===== src/rtl/rlbp_pkg.sv =====
`default_nettype none
// ----------------------------------------------------------------------------
// rlbp_pkg : state codes and phase-to-switch decode for rlbp_readout_seq
// Revision : 1.0
// ----------------------------------------------------------------------------
package rlbp_pkg;

  localparam logic [2:0] c_ST_IDLE = 3'd0;
  localparam logic [2:0] c_ST_RST  = 3'd1;
  localparam logic [2:0] c_ST_SMP  = 3'd2;
  localparam logic [2:0] c_ST_CONV = 3'd3;
  localparam logic [2:0] c_ST_OUT  = 3'd4;
  localparam logic [2:0] c_ST_DONE = 3'd5;

  typedef struct packed {
    logic sh_rst;
    logic sh;
    logic sh_cmp;
    logic sw1;
    logic sw2;
  } sw_t;

  // Each analog phase owns its switches exclusively; all other states open everything.
  function automatic sw_t phase_sw(input logic [2:0] state);
    sw_t sw;
    sw = '0;
    case (state)
      c_ST_RST:  begin sw.sh_rst = 1'b1; sw.sw1 = 1'b1; end
      c_ST_SMP:  sw.sh = 1'b1;
      c_ST_CONV: begin sw.sh_cmp = 1'b1; sw.sw2 = 1'b1; end
      default:   sw = '0;
    endcase
    return sw;
  endfunction

endpackage
`default_nettype wire


===== src/rtl/rlbp_sync.sv =====
`default_nettype none
// ----------------------------------------------------------------------------
// rlbp_sync : multi-flop synchroniser with rising-edge detect for the comparator
// Revision  : 1.0
// ----------------------------------------------------------------------------
module rlbp_sync #(
  parameter int SYNC_STAGES = 2
) (
  input  logic clk,
  input  logic rst,
  input  logic i_cmp,
  output logic o_rise
);

  logic [SYNC_STAGES-1:0] r_sync;
  logic                   r_prev;

  always_ff @(posedge clk) begin
    if (rst) begin
      r_sync <= '0;
      r_prev <= 1'b0;
    end else begin
      r_sync <= {r_sync[SYNC_STAGES-2:0], i_cmp};
      r_prev <= r_sync[SYNC_STAGES-1];
    end
  end

  assign o_rise = r_sync[SYNC_STAGES-1] & ~r_prev;

endmodule
`default_nettype wire


===== src/rtl/rlbp_readout_seq.sv =====
`default_nettype none
// ----------------------------------------------------------------------------
// rlbp_readout_seq : N-pixel reset/sample/single-slope sequencer with streamed results
// Revision         : 1.0
// ----------------------------------------------------------------------------
module rlbp_readout_seq
  import rlbp_pkg::*;
#(
  parameter int N_PIX       = 12,
  parameter int CNT_W       = 10,
  parameter int PH_W        = 8,
  parameter int SYNC_STAGES = 2
) (
  input  logic                                    wb_clk_i,
  input  logic                                    wb_rst_i,
  input  logic                                    start_i,
  input  logic                                    abort_i,
  input  logic [PH_W-1:0]                         t_rst_i,
  input  logic [PH_W-1:0]                         t_sh_i,
  input  logic [CNT_W-1:0]                        cnt_max_i,
  input  logic                                    cmp_i,
  output logic [N_PIX-1:0]                        pd_sel_o,
  output logic                                    sh_rst_o,
  output logic                                    sh_o,
  output logic                                    sh_cmp_o,
  output logic                                    sw1_o,
  output logic                                    sw2_o,
  output logic                                    counter_rst_o,
  output logic [CNT_W-1:0]                        data_o,
  output logic [$clog2(N_PIX > 1 ? N_PIX : 2)-1:0] pix_idx_o,
  output logic                                    sat_o,
  output logic                                    data_valid_o,
  input  logic                                    data_ready_i,
  output logic                                    busy_o,
  output logic                                    done_o
);

  localparam int                 c_IDX_W = $clog2(N_PIX > 1 ? N_PIX : 2);
  localparam logic [c_IDX_W-1:0] c_LAST  = c_IDX_W'(N_PIX - 1);

  logic [2:0]         r_state;
  logic [c_IDX_W-1:0] r_pix;
  logic [PH_W-1:0]    r_phase;
  logic [CNT_W-1:0]   r_cnt;
  logic [PH_W-1:0]    r_t_rst;
  logic [PH_W-1:0]    r_t_sh;
  logic [CNT_W-1:0]   r_cnt_max;
  logic [CNT_W-1:0]   r_data;
  logic               r_sat;
  sw_t                r_sw;
  logic [N_PIX-1:0]   r_pd_sel;
  logic               r_cnt_rst;
  logic               r_valid;
  logic               r_busy;
  logic               r_done;

  logic [2:0]         w_state_nxt;
  logic [c_IDX_W-1:0] w_pix_nxt;
  logic               w_rise;
  logic               w_conv_end;
  logic               w_accept;
  logic [PH_W-1:0]    w_rst_load_in;
  logic [PH_W-1:0]    w_rst_load;
  logic [PH_W-1:0]    w_sh_load;

  rlbp_sync #(
    .SYNC_STAGES (SYNC_STAGES)
  ) u_sync (
    .clk    (wb_clk_i),
    .rst    (wb_rst_i),
    .i_cmp  (cmp_i),
    .o_rise (w_rise)
  );

  // Phase counter is loaded with length-1; a zero length still yields one cycle.
  assign w_rst_load_in = (t_rst_i == '0) ? '0 : t_rst_i - PH_W'(1);
  assign w_rst_load    = (r_t_rst == '0) ? '0 : r_t_rst - PH_W'(1);
  assign w_sh_load     = (r_t_sh  == '0) ? '0 : r_t_sh  - PH_W'(1);
  assign w_conv_end    = w_rise || (r_cnt == r_cnt_max);
  assign w_accept      = (r_state == c_ST_OUT) && data_ready_i;

  always_comb begin
    w_state_nxt = r_state;
    w_pix_nxt   = r_pix;
    case (r_state)
      c_ST_IDLE: if (start_i) begin
        w_state_nxt = c_ST_RST;
        w_pix_nxt   = '0;
      end
      c_ST_RST:  if (r_phase == '0) w_state_nxt = c_ST_SMP;
      c_ST_SMP:  if (r_phase == '0) w_state_nxt = c_ST_CONV;
      c_ST_CONV: if (w_conv_end) w_state_nxt = c_ST_OUT;
      c_ST_OUT:  if (w_accept) begin
        if (r_pix == c_LAST) begin
          w_state_nxt = c_ST_DONE;
        end else begin
          w_state_nxt = c_ST_RST;
          w_pix_nxt   = r_pix + c_IDX_W'(1);
        end
      end
      default:   w_state_nxt = c_ST_IDLE;
    endcase
  end

  always_ff @(posedge wb_clk_i) begin
    if (wb_rst_i || abort_i) begin
      r_state   <= c_ST_IDLE;
      r_pix     <= '0;
      r_phase   <= '0;
      r_cnt     <= '0;
      r_t_rst   <= '0;
      r_t_sh    <= '0;
      r_cnt_max <= '0;
      r_data    <= '0;
      r_sat     <= 1'b0;
      r_sw      <= '0;
      r_pd_sel  <= '0;
      r_cnt_rst <= 1'b0;
      r_valid   <= 1'b0;
      r_busy    <= 1'b0;
      r_done    <= 1'b0;
    end else begin
      r_state <= w_state_nxt;
      r_pix   <= w_pix_nxt;
      case (r_state)
        c_ST_IDLE: if (start_i) begin
          r_t_rst   <= t_rst_i;
          r_t_sh    <= t_sh_i;
          r_cnt_max <= cnt_max_i;
          r_phase   <= w_rst_load_in;
        end
        c_ST_RST:  r_phase <= (r_phase == '0) ? w_sh_load : r_phase - PH_W'(1);
        c_ST_SMP:  begin
          if (r_phase != '0) r_phase <= r_phase - PH_W'(1);
          r_cnt <= '0;
        end
        // An edge coinciding with timeout reports the live count, which equals cnt_max.
        c_ST_CONV: if (w_conv_end) begin
          r_data <= w_rise ? r_cnt : r_cnt_max;
          r_sat  <= ~w_rise;
        end else begin
          r_cnt <= r_cnt + CNT_W'(1);
        end
        c_ST_OUT:  if (w_accept) r_phase <= w_rst_load;
        default:   begin end
      endcase

      // Outputs are registered from the next state so they line up with r_state.
      r_sw      <= phase_sw(w_state_nxt);
      r_pd_sel  <= (w_state_nxt inside {c_ST_RST, c_ST_SMP, c_ST_CONV, c_ST_OUT})
                   ? (N_PIX'(1) << w_pix_nxt) : '0;
      r_cnt_rst <= (w_state_nxt == c_ST_CONV) && (r_state != c_ST_CONV);
      r_valid   <= (w_state_nxt == c_ST_OUT);
      r_busy    <= (w_state_nxt != c_ST_IDLE);
      r_done    <= (w_state_nxt == c_ST_DONE);
    end
  end

  assign pd_sel_o      = r_pd_sel;
  assign sh_rst_o      = r_sw.sh_rst;
  assign sh_o          = r_sw.sh;
  assign sh_cmp_o      = r_sw.sh_cmp;
  assign sw1_o         = r_sw.sw1;
  assign sw2_o         = r_sw.sw2;
  assign counter_rst_o = r_cnt_rst;
  assign data_o        = r_data;
  assign pix_idx_o     = r_pix;
  assign sat_o         = r_sat;
  assign data_valid_o  = r_valid;
  assign busy_o        = r_busy;
  assign done_o        = r_done;

endmodule
`default_nettype wire


===== config.mk =====
export PLATFORM = sky130hd
export DESIGN_NAME = rlbp_readout_seq
export DESIGN_NICKNAME = d
export VERILOG_FILES = /design/src/rtl/rlbp_pkg.sv /design/src/rtl/rlbp_sync.sv /design/src/rtl/rlbp_readout_seq.sv
export SDC_FILE = /design/constraint.sdc
export NUM_CORES = 1
export LEC_CHECK = 0
export CORE_MARGIN = 5
export CORE_UTILIZATION = 44
export DETAILED_ROUTE_END_ITERATION = 8
export HOLD_SLACK_MARGIN = 0.15
export PLACE_DENSITY = 0.75
export SYNTH_ARGS = -nofsm -noshare
export SYNTH_HDL_FRONTEND = slang
export SYNTH_SLANG_ARGS = --single-unit

===== constraint.sdc =====
create_clock -name wb_clk_i -period 4.4 [get_ports wb_clk_i]
set_input_delay 1.1 -clock wb_clk_i [delete_from_list [all_inputs] [get_ports wb_clk_i]]
set_output_delay 1.1 -clock wb_clk_i [all_outputs]
set_load 0.05 [all_outputs]

==> results_dict.tcl, run 1 <==
set metrics [dict create \
    fmax_ghz 0.3286 \
    ys_ff_latch 84 \
    start_kind "input pin" \
    grt_pass1_wl_mm 18.93 \
    synth_area_sq_um 4417 \
    diodes 0 \
    relSlewSlack 0.3302 \
    min_to "u_sync.r_sync[1]" \
    cp.required_ns 4.69 \
    syn_inst 522 \
    hold_viol 0 \
    syn_avg_cell_area_sq_um 8.461 \
    end_kind "flip-flop" \
    ys.flop_type "dfxtp_1" \
    hold_buffers 0 \
    rrSetupSlack_ns 1.66 \
    drtAntennaViolNets 0 \
    nFillCells 920 \
    worstHoldStart "u_sync.r_sync[0]" \
    antenna_found_initial 0 \
    power_density_nw_per_um2 307.9 \
    setup_slack_ns 1.356 \
    die_h_um 110.2 \
    report.final.setup_viol 0 \
    clk_pin_slew_ns 0.09 \
    layout_common_cells "dfxtp_1 (84), nand2_1 (67), clkdlybuf4s50_1 (67)" \
    drt_wl_total_mm 11.30 \
    seq_area_frac_synth 0.3807 \
    hold_depth 1 \
    rsz0062_at_grt "false" \
    htree_levels 3 \
    grt_use_total 0.1956 \
    drc 0 \
    postCtsSetupBuffers 0 \
    synth_edf_count 0 \
    fin_crit_ns 3.044 \
    cts.sinks 84 \
    critical_path_peak_fanout 27 \
    first_pass_iters 5 \
    drive_gt1_frac 0.07612 \
    dieArea_sq_um 12140 \
    area_growth_syn_to_layout_pct 21.25 \
    place.gp.congestion 0.9479 \
    critPathKind "in2reg" \
    port_buffers 67 \
    wl_per_cell_um 15.89 \
    root_buffer "clkbuf_8" \
    yosys_warnings 0 \
    final_nets 613 \
    power_mw 1.649 \
    grt_pass1_vias 3828 \
    maxCapViolCount 0 \
    coreArea_sq_um 9774 \
    vias 4099 \
    irDropWorstVdd_mv 0.2112 \
    multi_input_area_sq_um 2517 \
    avgViaCountPerCell 5.765 \
    r2r_end "r_phase[6]" \
    period_share 0.6917 \
    synth_fp_nets 562 \
    layout_commonest_cell "dfxtp_1" \
    grt_max_degree 49 \
    die_x_um 110.2 \
    cts_inserted_buffers 9 \
    static-leakage-power_nw 1.878 \
    cts_tree "yes" \
    clk_latency_ns 0.36 \
    clockBufferDepth 2 \
    hpwl_mm 8.313 \
    rows 36 \
    yosysUniqueCellTypes 69 \
    seq_area_sq_um 1682 \
    status "complete, no violations" \
    cts_resized 0 \
    reg2regPathDepth 5 \
    tns_ns 0 \
    arrival_ns 3.33 \
    drt_iter0_drc 254 \
    async_flop_share 0 \
    pre_cts_ws_ns 1.015 \
    grt_remaining_overflow 0 \
    ios 68 \
    initial_core_util 0.4519 \
    hp-class "reg2reg" \
    report.final.slew_viol_count 0 \
    worst_pin_slew_ns 0.9981 \
    finClkSkew_ns 0.008251 \
    r2r_start "r_state[1]" \
]
==> cells in the mapped netlist (2+ instances only) <==
master / number / share of area
o221ai_1: 2 / 0.0040
o32a_1: 3 / 0.0068
or3_1: 9 / 0.013
nand4_1: 7 / 0.0099
a21oi_1: 60 / 0.068
nor3_1: 6 / 0.0068
o311ai_0: 2 / 0.0040
nor2_1: 26 / 0.022
and2_1: 9 / 0.013
a32oi_1: 2 / 0.0040
o21ai_0: 14 / 0.016
or2_2: 3 / 0.0042
a31oi_1: 3 / 0.0042
o211ai_1: 2 / 0.0034
o31ai_2: 2 / 0.0057
inv_1: 22 / 0.019
o21a_1: 3 / 0.0051
nand2_1: 67 / 0.057
o31ai_1: 13 / 0.022
buf_2: 10 / 0.011
nor4_1: 8 / 0.011
o21bai_1: 3 / 0.0051
nand3_1: 9 / 0.010
mux2_2: 3 / 0.0076
buf_4: 2 / 0.0034
nand2b_1: 2 / 0.0028
nor3b_1: 6 / 0.010
o32ai_1: 3 / 0.0060
nor2b_1: 8 / 0.011
dfxtp_1: 84 / 0.38
nand3b_1: 3 / 0.0051
nor4_2: 2 / 0.0057
clkbuf_1: 17 / 0.014
and4_1: 3 / 0.0060
or4_4: 3 / 0.0076
and3_1: 3 / 0.0042
a311oi_1: 2 / 0.0040
xnor2_1: 17 / 0.034
mux2i_1: 17 / 0.039
a211oi_1: 15 / 0.025
or4_1: 11 / 0.019
ha_1: 8 / 0.023
a21boi_0: 2 / 0.0034
==> power by group <==
part / total [mW] / switching, mW / internal [mW]
sequential: 0.800 / 0.0226 / 0.777
clock: 0.576 / 0.303 / 0.273
combinational: 0.273 / 0.157 / 0.116
total: 1.65 / 0.482 / 1.17
==> registers in the layout, summed over array words and instances (netlist names), 2 cells and up <==
signal and flops:
r_cnt_max 10, r_state 3, data_o 10, r_t_rst 8, r_phase 8, r_cnt 10
u_sync.r_sync 2, pd_sel_o 12, pix_idx_o 4, r_t_sh 8
==> through the flow <==
| step | util | hold slack, ns | area (sq um) | cells |
|---|---|---|---|---|
| floorplan | - | 0.4138 | 4417 | 522 |
| global placement | 0.5268 | 0.4340 | 5149 | 695 |
| detailed placement | 0.5268 | 0.4384 | 5149 | 695 |
| CTS | 0.5479 | 0.4606 | 5355 | 711 |
| global route | 0.5479 | 0.4882 | 5355 | 711 |
| finish | 0.5479 | 0.4601 | 5355 | 711 |
==> how the worst max path moves through the flow <==
stage,end,from,cells past startpoint
floorplan,r_phase[3],t_rst_i[2],5
CTS,r_phase[3],t_rst_i[2],6
finish,pd_sel_o[8],start_i,6
detailed placement,r_phase[3],t_rst_i[2],6
global placement,pd_sel_o[9],start_i,6
global route,r_phase[3],t_rst_i[2],6
==> layout make-up <==
type,instances,area share
multi-input combinational,385,0.4701
sequential,84,0.3140
timing repair buffer,71,0.1308
tap,133,0.03107
clock buffer,9,0.02313
clock inverter,7,0.01542
inverter,22,0.01542
==> critical path: stages <==
cell and delay (ns):
clkdlybuf4s50_1 0.53, or4b_2 0.66, nand2_1 0.11, mux2_2 0.31, or3b_2 0.50, nor2_1 0.14
==> cells by family after synthesis <==
kind of cell / share of synthesized area
multiplexers: 0.04617
flip-flops: 0.3807
AND/OR/NAND/NOR: 0.2431
AO/OA/AOI/OAI: 0.2224
adder cells (fa/ha/maj): 0.02266
buffers and inverters: 0.05127
XOR/XNOR: 0.03371
==> layer usage <==
layer,part of all wire,vias up,track usage
met5,0,-,0
met4,0.016,0,0.06069
met3,0.068,22,0.03902
met2,0.46,139,0.2998
met1,0.46,1916,0.2770
li1,-,2022,-
Note: power is estimated with default switching activity, not from simulation.
==> inputs of run 2 (changes only) <==
- PLACE_DENSITY: 0.75 -> 0.78
- clock period: 4.4 -> 2.6 ns (I/O delays scaled with it)
==> run 2 against run 1 <==
  * Design area is 3.1% higher
  * Critical endpoint is now r_phase[7]
  * Non-clock buffer count is 22 higher
  * Worst setup slack worse by 1.1 ns
  * Routed wire length is 3.5% higher
  * Global-route usage is 0.32 points higher
  * Largest power group unchanged
  * Die area stayed put
  * Sequential power is 69% higher
==> results_dict.tcl, run 2 (synthesis gave the netlist of run 1 again) <==
set metrics [dict create \
    status "complete, no violations" \
    initial_core_util 0.4519 \
    maxCapViolCount 0 \
    wl_per_cell_um 15.98 \
    worst_pin_slew_ns 0.6898 \
    cts_resized 0 \
    cp.required_ns 2.86 \
    irDropWorstVdd_mv 0.2271 \
    arrival_ns 2.58 \
    fin_crit_ns 2.325 \
    layout_common_cells "dfxtp_1 (84), nand2_1 (67), clkdlybuf4s50_1 (67)" \
    place_inst 717 \
    end_kind "flip-flop" \
    grt_use_total 0.1988 \
    placed_area_sq_um 5314 \
    first_pass_iters 4 \
    grt_pass1_vias 3957 \
    antenna_found_initial 0 \
    vias 4152 \
    cts_inserted_buffers 9 \
    hpwl_mm 8.692 \
    drc 0 \
    postLayoutCellArea_sq_um 5520 \
    worstHoldStart "u_sync.r_sync[0]" \
    drtAntennaViolNets 0 \
    hold_depth 1 \
    power_mw 2.850 \
    port_buffers 67 \
    drive_gt1_frac 0.1052 \
    diodes 0 \
    stdcell_count 732 \
    grt_pass1_wl_mm 19.04 \
    clk_pin_slew_ns 0.08 \
    holdWs_ns 0.4603 \
    final_util 0.5648 \
    clockBufferDepth 2 \
    postCtsSetupBuffers 0 \
    final_nets 635 \
    report.final.slew_viol_count 0 \
    drt_iter0_drc 236 \
    ios 68 \
    r2r_start "r_state[1]" \
    rows 36 \
    period_share 0.8943 \
    clk_latency_ns 0.36 \
    die_x_um 110.2 \
    largest_reg_flops 12 \
    tns_ns 0 \
    min_to "u_sync.r_sync[1]" \
    coreArea_sq_um 9774 \
    grt_max_degree 27 \
    rrSetupSlack_ns 0.29 \
    layout_commonest_cell "dfxtp_1" \
    relSlewSlack 0.5283 \
    critical_path_peak_fanout 5 \
    area_growth_syn_to_layout_pct 24.99 \
    reg2regPathDepth 5 \
    root_buffer "clkbuf_8" \
    start_kind "input pin" \
    rsz0062_at_grt "false" \
    dieArea_sq_um 12140 \
    power_density_nw_per_um2 516.3 \
    static-leakage-power_nw 1.973 \
    report.final.setup_viol 0 \
    grt_remaining_overflow 0 \
    place.gp.congestion 0.9404 \
    avgViaCountPerCell 5.672 \
    hold_buffers 0 \
    fmax_ghz 0.4301 \
    die_h_um 110.2 \
    htree_levels 3 \
    finClkSkew_ns 0.007774 \
    drt_wl_total_mm 11.70 \
    hp-class "reg2reg" \
    setup_slack_ns 0.2749 \
    cts_tree "yes" \
    r2r_end "r_phase[7]" \
    critPathKind "in2reg" \
    cts.sinks 84 \
    pre_cts_ws_ns -0.07330 \
    hold_viol 0 \
]
run 2: changes by cell type in the layout (fill, tap and decap cells not counted), sizes merged:
| cell | change |
|---|---|
| buf | +22 |
| clkinvlp | +1 |
| inv | -4 |
| clkinv | -1 |
| clkbuf | +2 |
| bufinv | +1 |
run 2: worst max-delay path by stage:
stage | start | endpoint | slack, ns | depth (start not counted)
6_report | t_rst_i[2] | r_phase[7] | 0.27 | 6
3_3_place_gp | t_rst_i[2] | r_phase[5] | 0.02 | 7
4_1_cts | pix_idx_o[0] | pix_idx_o[0] | 0.29 | 1
5_1_grt | r_state[0] | r_phase[5] | 0.11 | 6
3_5_place_dp | t_rst_i[2] | r_phase[7] | -0.07 | 6
2_1_floorplan | t_rst_i[2] | r_phase[3] | 0.45 | 5
run 2: area by class of cell:
class	count	area, sq um
fill	905	4254
multi-input combinational	385	2517
tap	133	166.4
clock inverter	4	75.07
timing repair buffer	93	865.8
sequential	84	1682
clock buffer	11	131.4
inverter	22	82.58
run 2: power breakdown:
part	internal, mW	switching (mW)	leakage, nW
clock network	0.537	0.464	0.0956
logic	0.220	0.279	1.20
registers	1.32	0.0350	0.681
run 2: critical path, cell delays in order:
cell             delay (ns)
clkdlybuf4s50_1        0.43
or4_4                  0.58
nor4_1                 0.29
mux2i_1                0.26
o32ai_1                0.11
o221a_2                0.26
run 2: layer usage:
layer	GRT usage	up-vias	share of wire
met2	0.3280	121	0.47
met4	0.08355	0	0.024
met5	0	-	0
li1	-	2057	-
met1	0.2609	1955	0.45
met3	0.02737	19	0.062
==> inputs of run 3 (changes only) <==
- CELL_PAD_IN_SITES_DETAIL_PLACEMENT: unset -> 0
- CELL_PAD_IN_SITES_GLOBAL_PLACEMENT: unset -> 2
- CORE_UTILIZATION: 44 -> 29
- PLACE_DENSITY: 0.78 -> 0.84
==> run 3 against run 2 <==
  * Clock-buffer cell count down 1
  * Die area up 47%
  * Sequential cell count unchanged
  * Routed wire length up 7.3%
  * Worst hold slack worse by 0.0035 ns
  * Clock skew up 0.00070 ns
  * First-iteration DRC count down 19%
  * Critical path type is now reg2reg
  * Critical endpoint unchanged
==> results_dict.tcl, run 3 (synthesis gave the netlist of run 1 again) <==
set metrics [dict create \
    fin_crit_ns 2.442 \
    drive_gt1_frac 0.1159 \
    cts.sinks 84 \
    hpwl_mm 9.461 \
    grt_remaining_overflow 0 \
    diodes 0 \
    clockBufferDepth 2 \
    status "complete, no violations" \
    end_kind "flip-flop" \
    crit_path_top_delay_cell "or3b_1" \
    irDropWorstVdd_mv 0.3116 \
    arrival_ns 2.68 \
    layout_commonest_cell "dfxtp_1" \
    final_nets 639 \
    drt_iter0_drc 192 \
    rsz0062_at_grt "false" \
    slowest_delay_ns 0.50 \
    combPwrFrac 0.153 \
    clk_latency_ns 0.35 \
    place.gp.congestion 0.8474 \
    clkPwrFrac 0.436 \
    wl_per_cell_um 15.84 \
    drt_wl_total_mm 12.55 \
    power_mw 3.289 \
    report.final.slew_viol_count 0 \
    dieArea_sq_um 17800 \
    root_buffer "clkbuf_16" \
    stdcell_count 792 \
    htree_levels 3 \
    static-leakage-power_nw 2.058 \
    power_density_nw_per_um2 572.5 \
    cp.required_ns 2.83 \
    start_kind "flip-flop" \
    postCtsSetupBuffers 0 \
    place_inst 776 \
    grt_max_degree 32 \
    holdWs_ns 0.4568 \
    placed_area_sq_um 5413 \
    port_buffers 67 \
    cts_inserted_buffers 9 \
    report.final.setup_viol 0 \
    layout_common_cells "dfxtp_1 (84), nand2_1 (67), clkdlybuf4s50_1 (67)" \
    met2_length_mm 6.051 \
    worst_pin_slew_ns 0.6338 \
    path_cells "inv_1 -> ha_1 -> or3b_1 -> o31ai_2 -> and2_1 -> o221ai_1 -> o221a_2" \
    fmax_ghz 0.4095 \
    grt_pass1_wl_mm 20.41 \
    avgViaCountPerCell 5.282 \
    hold_viol 0 \
    nFillCells 1549 \
    p_int_mw 2.413 \
    critPathKind "reg2reg" \
    drc 0 \
    grt_use_total 0.1413 \
    initial_core_util 0.2927 \
    postLayoutCellArea_sq_um 5746 \
    p_sw_mw 0.8763 \
    seq_area_sq_um 1682 \
    drtAntennaViolNets 0 \
    largest_reg_flops 12 \
    critical_path_peak_fanout 6 \
    die_x_um 133.4 \
    multi_input_area_sq_um 2517 \
    top_layer_used "met4" \
    grt_pass1_vias 4077 \
    first_pass_iters 5 \
    area_growth_syn_to_layout_pct 30.08 \
    cts_tree "yes" \
    vias 4183 \
    hold_buffers 0 \
    rows 45 \
    maxCapViolCount 0 \
    antenna_found_initial 0 \
    cts_resized 0 \
    relSlewSlack 0.5666 \
    hp-class "reg2reg" \
    coreArea_sq_um 15090 \
    finClkSkew_ns 0.008469 \
    ios 68 \
    wl_met3_um 561 \
    wirelength_met1_mm 5.719 \
    clk_pin_slew_ns 0.06 \
    period_share 0.9393 \
    tns_ns 0 \
    swShare 0.2664 \
    die_h_um 133.4 \
    p_seq_frac 0.411 \
]
run 3: cell types whose count changed in the layout (fill, tap and decap cells not counted):
cell,change
clkbuf_16,+9
clkbuf_1,-2
clkbuf_8,-8
buf_4,+4
inv_6,+2
clkinvlp_4,-1
clkinv_4,+1
run 3: power groups by stage:
stage	Clock (mW)	Sequential [mW]	Combinational [mW]
6_report	1.44	1.35	0.502
2_1_floorplan	0	1.38	0.321
3_5_place_dp	0	1.38	0.502
4_1_cts	1.48	1.35	0.504
3_3_place_gp	0	1.38	0.497
5_1_grt	1.52	1.36	0.550
run 3: final timing paths:
kind	endpoint	slack, ns	depth (start not counted)	startpoint
worst max-delay path	r_phase[7]	0.16	7	r_phase[0]
worst min-delay path	u_sync.r_sync[1]	0.46	1	u_sync.r_sync[0]
worst max register to register	r_phase[7]	0.16	7	r_phase[0]
worst min register to register	u_sync.r_sync[1]	0.46	1	u_sync.r_sync[0]
run 3: per-layer routing:
layer	up-vias	GRT usage
li1	2066	-
met1	2006	0.1793
met2	94	0.2367
met3	17	0.03172
met4	0	0.04914
met5	-	0
run 3: critical path: cells and delay by family, from the launching register on:
family                   cells  cell delay, ns
AO/OA/AOI/OAI                3            0.87
adder cells (fa/ha/maj)      1            0.22
buffers and inverters        1            0.10
flip-flops                   1            0.32
AND/OR/NAND/NOR              2            0.82
run 3: layout make-up:
type / instances / area share
clock buffers: 10 / 0.04159
clock inverters: 6 / 0.01633
inverters: 22 / 0.01437
multi-input cells: 385 / 0.4382
flip-flops and latches: 84 / 0.2927
well taps: 188 / 0.04094
repair buffers: 97 / 0.1559
run 3: through the flow:
stage | setup slack [ns] | utilization
global placement | 0.01819 | 0.3587
global route | 0.01704 | 0.3808
floorplan | 0.4529 | -
detailed placement | -0.01949 | 0.3587
finish | 0.1577 | 0.3808
CTS | 0.1682 | 0.3808
